===== src/rtl/mux8x1_rr_select.sv =====
// mux8x1_rr_select: round-robin sequencer that drives the 3-bit select of an
// 8:1 4-bit mux. Each grant is held until acked, followed by an optional dead time.
module mux8x1_rr_select #(
  parameter int HOLD_W = 4
) (
  input  logic              clk,
  input  logic              rst_n,
  input  logic [7:0]        req,
  input  logic              ack,
  input  logic [HOLD_W-1:0] hold_len,
  output logic [2:0]        sl,
  output logic              vld,
  output logic              busy
);

  typedef enum logic [1:0] {
    IDLE  = 2'd0,
    GRANT = 2'd1,
    HOLD  = 2'd2
  } state_t;

  state_t            state;
  logic [2:0]        ptr;
  logic [HOLD_W-1:0] cnt;

  logic [2:0]        next_idx;
  logic [2:0]        cand;
  logic              found;

  // Rotating priority search: first requesting index at or after ptr, wrapping mod 8.
  always_comb begin
    next_idx = ptr;
    cand     = ptr;
    found    = 1'b0;
    for (int i = 0; i < 8; i++) begin
      cand = ptr + 3'(i);
      if (!found && req[cand]) begin
        next_idx = cand;
        found    = 1'b1;
      end
    end
  end

  // Busy whenever a grant is live or the dead time is running.
  assign busy = (state != IDLE);

  // Arbitration state machine with registered select and valid.
  always_ff @(posedge clk or negedge rst_n) begin
    if (!rst_n) begin
      state <= IDLE;
      ptr   <= 3'd0;
      cnt   <= '0;
      sl    <= 3'd0;
      vld   <= 1'b0;
    end else begin
      case (state)
        IDLE: begin
          if (found) begin
            sl    <= next_idx;
            vld   <= 1'b1;
            state <= GRANT;
          end
        end
        GRANT: begin
          // A withdrawn request releases the grant without advancing ptr,
          // and takes priority over an ack in the same cycle.
          if (!req[sl]) begin
            vld   <= 1'b0;
            state <= IDLE;
          end else if (ack) begin
            ptr <= sl + 3'd1;
            vld <= 1'b0;
            if (hold_len == '0) begin
              state <= IDLE;
            end else begin
              cnt   <= hold_len;
              state <= HOLD;
            end
          end
        end
        HOLD: begin
          cnt <= cnt - 1'b1;
          vld <= 1'b0;
          if (cnt == HOLD_W'(1)) begin
            state <= IDLE;
          end
        end
        default: begin
          state <= IDLE;
          vld   <= 1'b0;
        end
      endcase
    end
  end

endmodule


===== config.mk =====
export PLATFORM = sky130hd
export DESIGN_NAME = mux8x1_rr_select
export DESIGN_NICKNAME = d
export VERILOG_FILES = /design/src/rtl/mux8x1_rr_select.sv
export SDC_FILE = /design/constraint.sdc
export NUM_CORES = 1
export LEC_CHECK = 0
export CAP_MARGIN = 20
export CORE_MARGIN = 8
export CORE_UTILIZATION = 45
export CTS_CLUSTER_DIAMETER = 200
export DETAILED_ROUTE_END_ITERATION = 6
export PLACE_DENSITY_LB_ADDON = 0.15
export SLEW_MARGIN = 0
export SYNTH_ARGS = -nofsm -noshare
export SYNTH_HDL_FRONTEND = slang
export SYNTH_SLANG_ARGS = --single-unit

===== constraint.sdc =====
create_clock -name clk -period 4.35 [get_ports clk]
set_input_delay 0.87 -clock clk [delete_from_list [all_inputs] [get_ports clk]]
set_output_delay 0.87 -clock clk [all_outputs]
set_load 0.01 [all_outputs]

Word-level counts from Yosys, hierarchy flattened. Index checks and enable logic that the tools add are counted.

$lt $le $gt $ge: 9. $add $sub $neg: 9. Mux-type cells: 47. Eq/ne operators: 9. Reductions and logical operators: 23.

Operator list (number): $lt A3 B4 Y1 const B (9); $bmux W1 S3 (9); $mux W3 (7); $mux W1 (20); $add A3 B3 Y3 const B (4); $mux W4 (3); $mux W2 (5); $ne A2 B2 Y1 const B (5); $pmux W4 S2 (1); $logic_and A1 B1 Y1 (7); $logic_not A1 Y1 (7); $add A3 B1 Y3 const B (2); $add A3 B2 Y3 const B (2); $pmux W2 S3 (1); $reduce_and A3 Y1 (2); $eq A4 B1 Y1 const B (1); $logic_not A4 Y1 (1); $reduce_and A2 Y1 (2); $reduce_and A4 Y1 (1); $reduce_bool A2 Y1 (2); $sub A4 B1 Y4 const B (1); $ne A3 B3 Y1 const B (1); $eq A2 B1 Y1 const B (1); $eq A2 B2 Y1 const B (1); 2 further kinds (2).

Register bits: 13. Logic and storage cells: 102. Output and inout bits: 5. Bits of input ports: 15.

Longest topological paths before layout. Gate-level depths: netlist of run 1.

Word-level depth: 26. Gate-level depth with buffers: 11. Depth with buffers taken out: 9.

Least setup slack after synthesis of run 1. Ideal clock, no wire load.

Path type: register to register. Start point: register ptr[0]. End point: register sl[0]. Setup time: 0.125 ns. Arrival: 2.814 ns. Data required time: 4.225 ns. Stages on the path, launching flop included: 11. Buffers on the path: 2. Path slack: 1.411 ns. Cells stage by stage: dfrtp_1 buf_6 inv_1 ha_1 buf_6 mux4_2 mux2i_4 a32oi_4 and4bb_2 a31oi_4 mux2_4.

Longest elaborated chain between the ends: 25. Elaborated cells between the ends (all ways): 53.

RTL lines: start: declaration (line 23) `logic [2:0] ptr;`; start signal: assignment (line 71) `ptr <= sl + 3'd1;`; parallel branches: the longest is 25 deep, another holds $add A3 B1 Y3; end signal: assignment (line 59) `sl <= next_idx;`; end: declaration (line 11) `output logic [2:0] sl,`.

Several ways; the timed one is not identified. The select of a mux whose other input is x is not followed. A chain may end at the register's enable or synchronous reset.

Worst setup path after layout of run 1.
Start point: register ptr[1]. End point: register sl[0].

The elaborated chain is that of the path after synthesis.

==> flow_summary.ini, run 1 <==
[power]
internal_power_uw = 855
report.power.total_mw = 1.66
p_seq_share_pct = 16.4
p_leak_nw = 0.689
power_frac_clock_pct = 4.4
swShare_pct = 48.6
powerDensity_nw_per_um2 = 916
switchingPower_uw = 808
p_comb_share_pct = 79.2
irDropWorstVdd_mv = 0.376

[die]
initial_core_util_pct = 46.9
ios = 20
die_h_microns = 75.2
coreArea_sq_um = 3360
dieArea_sq_um = 5650
num_rows = 21
die_w_microns = 75.2

[timing]
period_share_pct = 80.6
setup_violations = 0
timing.slew.headroom_pct = 58.0
whs_ns = 0.527
fin_crit_ns = 3.51
fmax_mhz = 285
grt_setup_unrepaired = false
tns_ns = 0
drv_slew = 0
clock_skew_ns = 0.000877
worst_pin_slew_ns = 0.628
hold_violations = 0

[routing]
drtIter0Drc = 123
drc = 0
wl_mm = 3.68
wire_per_inst_microns = 16.7
ant_nets = 0
vias = 1336
viasPerCell = 6.07
drtPass1Iterations = 4

[yosys]
synth_cells = 157
synth_cell_type_count = 50
ys.flop_type = dfrtp_1
synth-async-reset-ratio_pct = 100
ys_seq_area_share_pct = 20.6
synth_warnings = 0
synth_nets = 177
syn-cell-area_sq_um = 1580
avgSynthCellArea_sq_um = 10.0
synth_edf_count = 0
synth_seq_cells = 13

[cts]
insertion_delay_ns = 0.27
cts_resized = 0
clkSinkCount = 13
cts_hold_buf = 0
root_buffer = clkbuf_4
h-tree-depth = 1
cts_buffer_depth = 2
cts_buffers = 3
cts_tree = built
cts_setup_buffers = 0
clk_pin_slew_ns = 0.08

[setup_path]
crit_fanout = 13
crit_chain = inv_1 > ha_1 > mux4_1 > mux2i_4 > a32oi_4 > and4bb_2 > a31oi_4 > mux2_4
crit_buf_inv = 1
slowest_delay_ns = 0.70
start_kind = register
worstSetupPathType = register to register
path_delay_family = multiplexers
critical_path_required_ns = 4.51
arrival_ns = 3.67
worstSetupEndpointType = register
worst_path_max_delay_cell = ha_1

[layout]
seqCellArea_sq_um = 325
antennaDiodeCount = 0
areaGrowthSynthToFinish_pct = 15.1
multiInputGateArea_sq_um = 1150
nets = 195
layout-drive-gt1-share_pct = 19.0
fillers = 315

[global_route]
grt_pass1_vias = 1257
use_met1_pct = 18.7
top_usage_layer = met2
globalRouteMet2Util_pct = 21.2
grt_first_pass_wirelength_mm = 6.15
grt_util_met3_pct = 3.73
overflow = 0
grt_start_max_net_pins = 15
antenna_found_initial = 0
track_usage_pct = 13.8

[min_path]
hp-class = register to register

[placement]
place_congestion = 0.931
dpl.hpwl_mm = 2.99
numPortBuffers = 19

[job]
cap_viol_max_count = 0

[outcome]
status = finished, final reports clean
[per-layer routing]
metal  routed length (microns)  vias to the layer above
li1                          -                      628
met1                      1670                      660
met2                      1750                       44
met3                       215                        4
met4                        35                        0
met5                         0                        -
[cells in the final DEF, fill, tap and decap left out, types with 3 or more instances in the layout]
| master | instances |
|---|---|
| mux2i_4 | 4 |
| mux4_1 | 3 |
| clkdlybuf4s50_1 | 19 |
| clkbuf_4 | 3 |
| a21oi_1 | 13 |
| o21ai_0 | 7 |
| ha_1 | 5 |
| mux4_2 | 11 |
| a211oi_1 | 4 |
| nand2_1 | 13 |
| dfrtp_1 | 13 |
| xor2_1 | 3 |
| nand3_1 | 3 |
| xnor2_1 | 3 |
| nor2_1 | 10 |
| nor2b_1 | 4 |
| inv_1 | 13 |
[metrics by stage]
stage / util, % / area [sq um] / worst slack, ns / cells
2_1_floorplan: - / 1580 / 1.41 / 157
3_3_place_gp: 53.2 / 1790 / 0.906 / 216
3_5_place_dp: 53.2 / 1790 / 0.880 / 216
4_1_cts: 53.9 / 1810 / 0.861 / 220
5_1_grt: 53.9 / 1810 / 0.728 / 220
6_report: 53.9 / 1810 / 0.843 / 220
[cells by family (layout without fill, tap and decap cells)]
group,after synthesis,in the layout,share of synthesized area [%]
multiplexers,25,25,32.1
AND/OR/NAND/NOR,45,45,14.4
buffers and inverters,22,39,6.35
flip-flops,13,13,20.6
adder cells (fa/ha/maj),5,5,3.97
AO/OA/AOI/OAI,41,41,19.1
XOR/XNOR,6,6,3.33
[flip-flops by register name (all words and copies together), names as in the netlist]
| signal | flops |
|---|---|
| cnt | 4 |
| ptr | 3 |
| sl | 3 |
| state | 2 |
| vld | 1 |
[final timing paths]
path	slack, ns	to	cells past startpoint	start
setup / recovery	0.84	sl[0]	8	ptr[1]
hold / removal	0.53	vld	1	vld
setup reg to reg	0.84	sl[0]	8	ptr[1]
hold reg to reg	0.53	vld	1	vld
max in group asynchronous	3.00	ptr[1]	1	rst_n
min in group asynchronous	0.97	vld	1	rst_n
[synth_stat cells, types with 2 or more instances]
cell	count	area share [%]
xor2_1	3	1.7
inv_1	13	3.1
nand2_1	13	3.1
mux2_2	2	1.4
mux2_4	2	1.9
mux2i_4	4	5.7
buf_2	2	0.63
o21ai_0	7	2.2
ha_1	5	4.0
inv_2	2	0.48
mux4_1	3	5.0
nor4_1	2	0.79
a211oi_1	4	1.9
nand2b_1	2	0.79
mux2i_2	2	1.7
a21oi_1	13	4.1
nor2b_1	4	1.6
xnor2_1	3	1.7
a221oi_1	2	1.1
o22ai_1	2	0.79
clkbuf_1	3	0.71
o21ai_1	2	0.63
mux4_2	11	16
nand3_1	3	0.95
buf_6	2	1.4
dfrtp_1	13	21
nor2_1	10	2.4
[cell type report]
class	count	area share (%)
clock buffer	4	1.45
inverter	15	3.10
multi-input combinational	122	63.4
sequential	13	17.9
tap	46	3.17
timing repair buffer	20	10.9
[worst register-to-register path, stage by stage (launching register included)]
cell      delay (ns)
dfrtp_1         0.57
inv_1           0.16
ha_1            0.70
mux4_1          0.70
mux2i_4         0.22
a32oi_4         0.19
and4bb_2        0.42
a31oi_4         0.12
mux2_4          0.31
[power groups by stage]
stage	Clock, mW	Combinational (mW)	Sequential [mW]
finish	0.0729	1.32	0.273
global route	0.0842	1.43	0.284
CTS	0.0775	1.31	0.271
detailed placement	0	1.31	0.273
global placement	0	1.31	0.269
floorplan	0	1.10	0.239
No activity file was read; power rests on OpenSTA's default activity.
==> run 2: changes to the inputs <==
==> constraint.sdc (replaced) <==
create_clock -name clk -period 3.5 [get_ports clk]
set_input_delay 0.7 -clock clk [delete_from_list [all_inputs] [get_ports clk]]
set_output_delay 0.7 -clock clk [all_outputs]
set_load 0.01 [all_outputs]
==> run 2 against run 1 <==
Against the previous run:
- worst hold slack improved by 0.0067 ns
- via count decreased by 2.2%
- power up 27%
- fmax up 18%
- critical path type unchanged
- critical endpoint is now sl[1]
- utilization up 0.89 points
==> flow_summary.ini, run 2 (synthesized netlist as in run 1, its figures left out) <==
[layout]
fin_util_pct = 54.8
mostFrequentLayoutCell = clkdlybuf4s50_1
fillers = 313
final_cells = 224
largest_reg_flops = 4
most-common-layout-cells = clkdlybuf4s50_1, inv_1, a21oi_1, nand2_1, dfrtp_1
layout-drive-gt1-share_pct = 20.8
reg.largest.list = cnt x4, ptr x3, sl x3
regMostFlops = cnt
antennaDiodeCount = 0
areaGrowthSynthToFinish_pct = 17.0
nets = 199

[cts]
cts_resized = 0
clkSinkCount = 13
h-tree-depth = 1
cts_buffer_depth = 2
root_buffer = clkbuf_4
clk_pin_slew_ns = 0.08
cts_buffers = 3
cts_tree = built
insertion_delay_ns = 0.27
cts_setup_buffers = 0
cts_hold_buf = 0

[routing]
drtPass1Iterations = 4
drtIter0Drc = 96
vias = 1307
drc = 0
wl_mm = 3.66
viasPerCell = 5.83
wire_per_inst_microns = 16.3
ant_nets = 0

[die]
num_rows = 21
ios = 20
coreArea_sq_um = 3360
dieArea_sq_um = 5650
die_w_microns = 75.2
die_h_microns = 75.2
initial_core_util_pct = 46.9

[job]
cap_viol_max_count = 0

[global_route]
track_usage_pct = 13.9
globalRouteMet2Util_pct = 22.4
grt_util_met3_pct = 3.33
overflow = 0
use_met1_pct = 18.5
antenna_found_initial = 0
grt_pass1_vias = 1263
grt_first_pass_wirelength_mm = 6.10
top_usage_layer = met2
grt_start_max_net_pins = 15

[setup_path]
start_kind = register
crit_end = sl[1]
rr_endpoint = sl[1]
crit-reg2reg-launch = ptr[0]
arrival_ns = 3.13
cp-startpoint = ptr[0]
reg2reg_slack_ns = 0.53
worstSetupEndpointType = register
critical_path_required_ns = 3.66
worstSetupPathType = register to register
r2r_cells = 10
crit_fanout = 6

[timing]
tns_ns = 0
timing.slew.headroom_pct = 52.9
hold_violations = 0
fin_crit_ns = 2.97
worst_pin_slew_ns = 0.705
drv_slew = 0
fmax_mhz = 337
clock_skew_ns = 0.00483
grt_setup_unrepaired = false
period_share_pct = 84.7
setup_violations = 0
whs_ns = 0.534

[power]
switchingPower_mw = 1.02
irDropWorstVdd_mv = 0.497
internal_power_mw = 1.10
p_leak_nw = 0.708
p_comb_share_pct = 80.4
p_seq_share_pct = 15.3
powerDensity_nw_per_um2 = 1150
report.power.total_mw = 2.12
swShare_pct = 48.0
power_frac_clock_pct = 4.3

[outcome]
status = finished, final reports clean

[placement]
dpl.hpwl_mm = 2.95
numPortBuffers = 19
place_congestion = 0.908
dp_cells = 220

[min_path]
hp-class = register to register
-- run 2: area by class of cell --
cell class	instances	area (sq um)	share of cell area [%]
Clock buffer	4	26.3	1.42
Multi-Input combinational cell	122	1150	62.4
Tap cell	46	57.6	3.12
Sequential cell	13	325	17.6
Inverter	15	56.3	3.05
Timing Repair Buffer	24	228	12.3
-- run 2: worst max-delay path: stages (launching register included) --
cell and delay [ns]:
dfrtp_1 0.35, inv_1 0.13, ha_1 0.47, buf_4 0.20, mux4_2 0.56, mux2i_4 0.24, mux2_4 0.33, nor4_1 0.26
a2111oi_2 0.09, a21oi_1 0.14, a21oi_1 0.08
-- run 2: worst min-delay path by stage --
stage | startpoint | endpoint | slack, ns | depth (start not counted)
6_report | vld | vld | 0.53 | 1
5_1_grt | vld | vld | 0.59 | 1
4_1_cts | vld | vld | 0.55 | 1
3_5_place_dp | vld | vld | 0.53 | 1
3_3_place_gp | vld | vld | 0.52 | 1
2_1_floorplan | rst_n | cnt[0] | 0.40 | 0
-- run 2: metrics by stage --
step	cell area (sq um)	setup slack, ns
3_3_place_gp	1820	0.417
2_1_floorplan	1580	0.561
5_1_grt	1840	0.384
4_1_cts	1840	0.537
6_report	1840	0.534
3_5_place_dp	1820	0.352
-- run 2: per-layer routing --
| metal | vias to the layer above | wire, microns |
|---|---|---|
| met5 | - | 0 |
| met4 | 0 | 30 |
| met3 | 4 | 140 |
| met2 | 33 | 1740 |
| met1 | 626 | 1740 |
| li1 | 644 | - |
-- run 2: power by group through the flow --
stage | Sequential (mW) | Combinational [mW] | Clock (mW)
5_1_grt | 0.340 | 1.85 | 0.103
3_5_place_dp | 0.329 | 1.69 | 0
2_1_floorplan | 0.297 | 1.37 | 0
4_1_cts | 0.326 | 1.70 | 0.0960
6_report | 0.325 | 1.70 | 0.0911
3_3_place_gp | 0.325 | 1.66 | 0
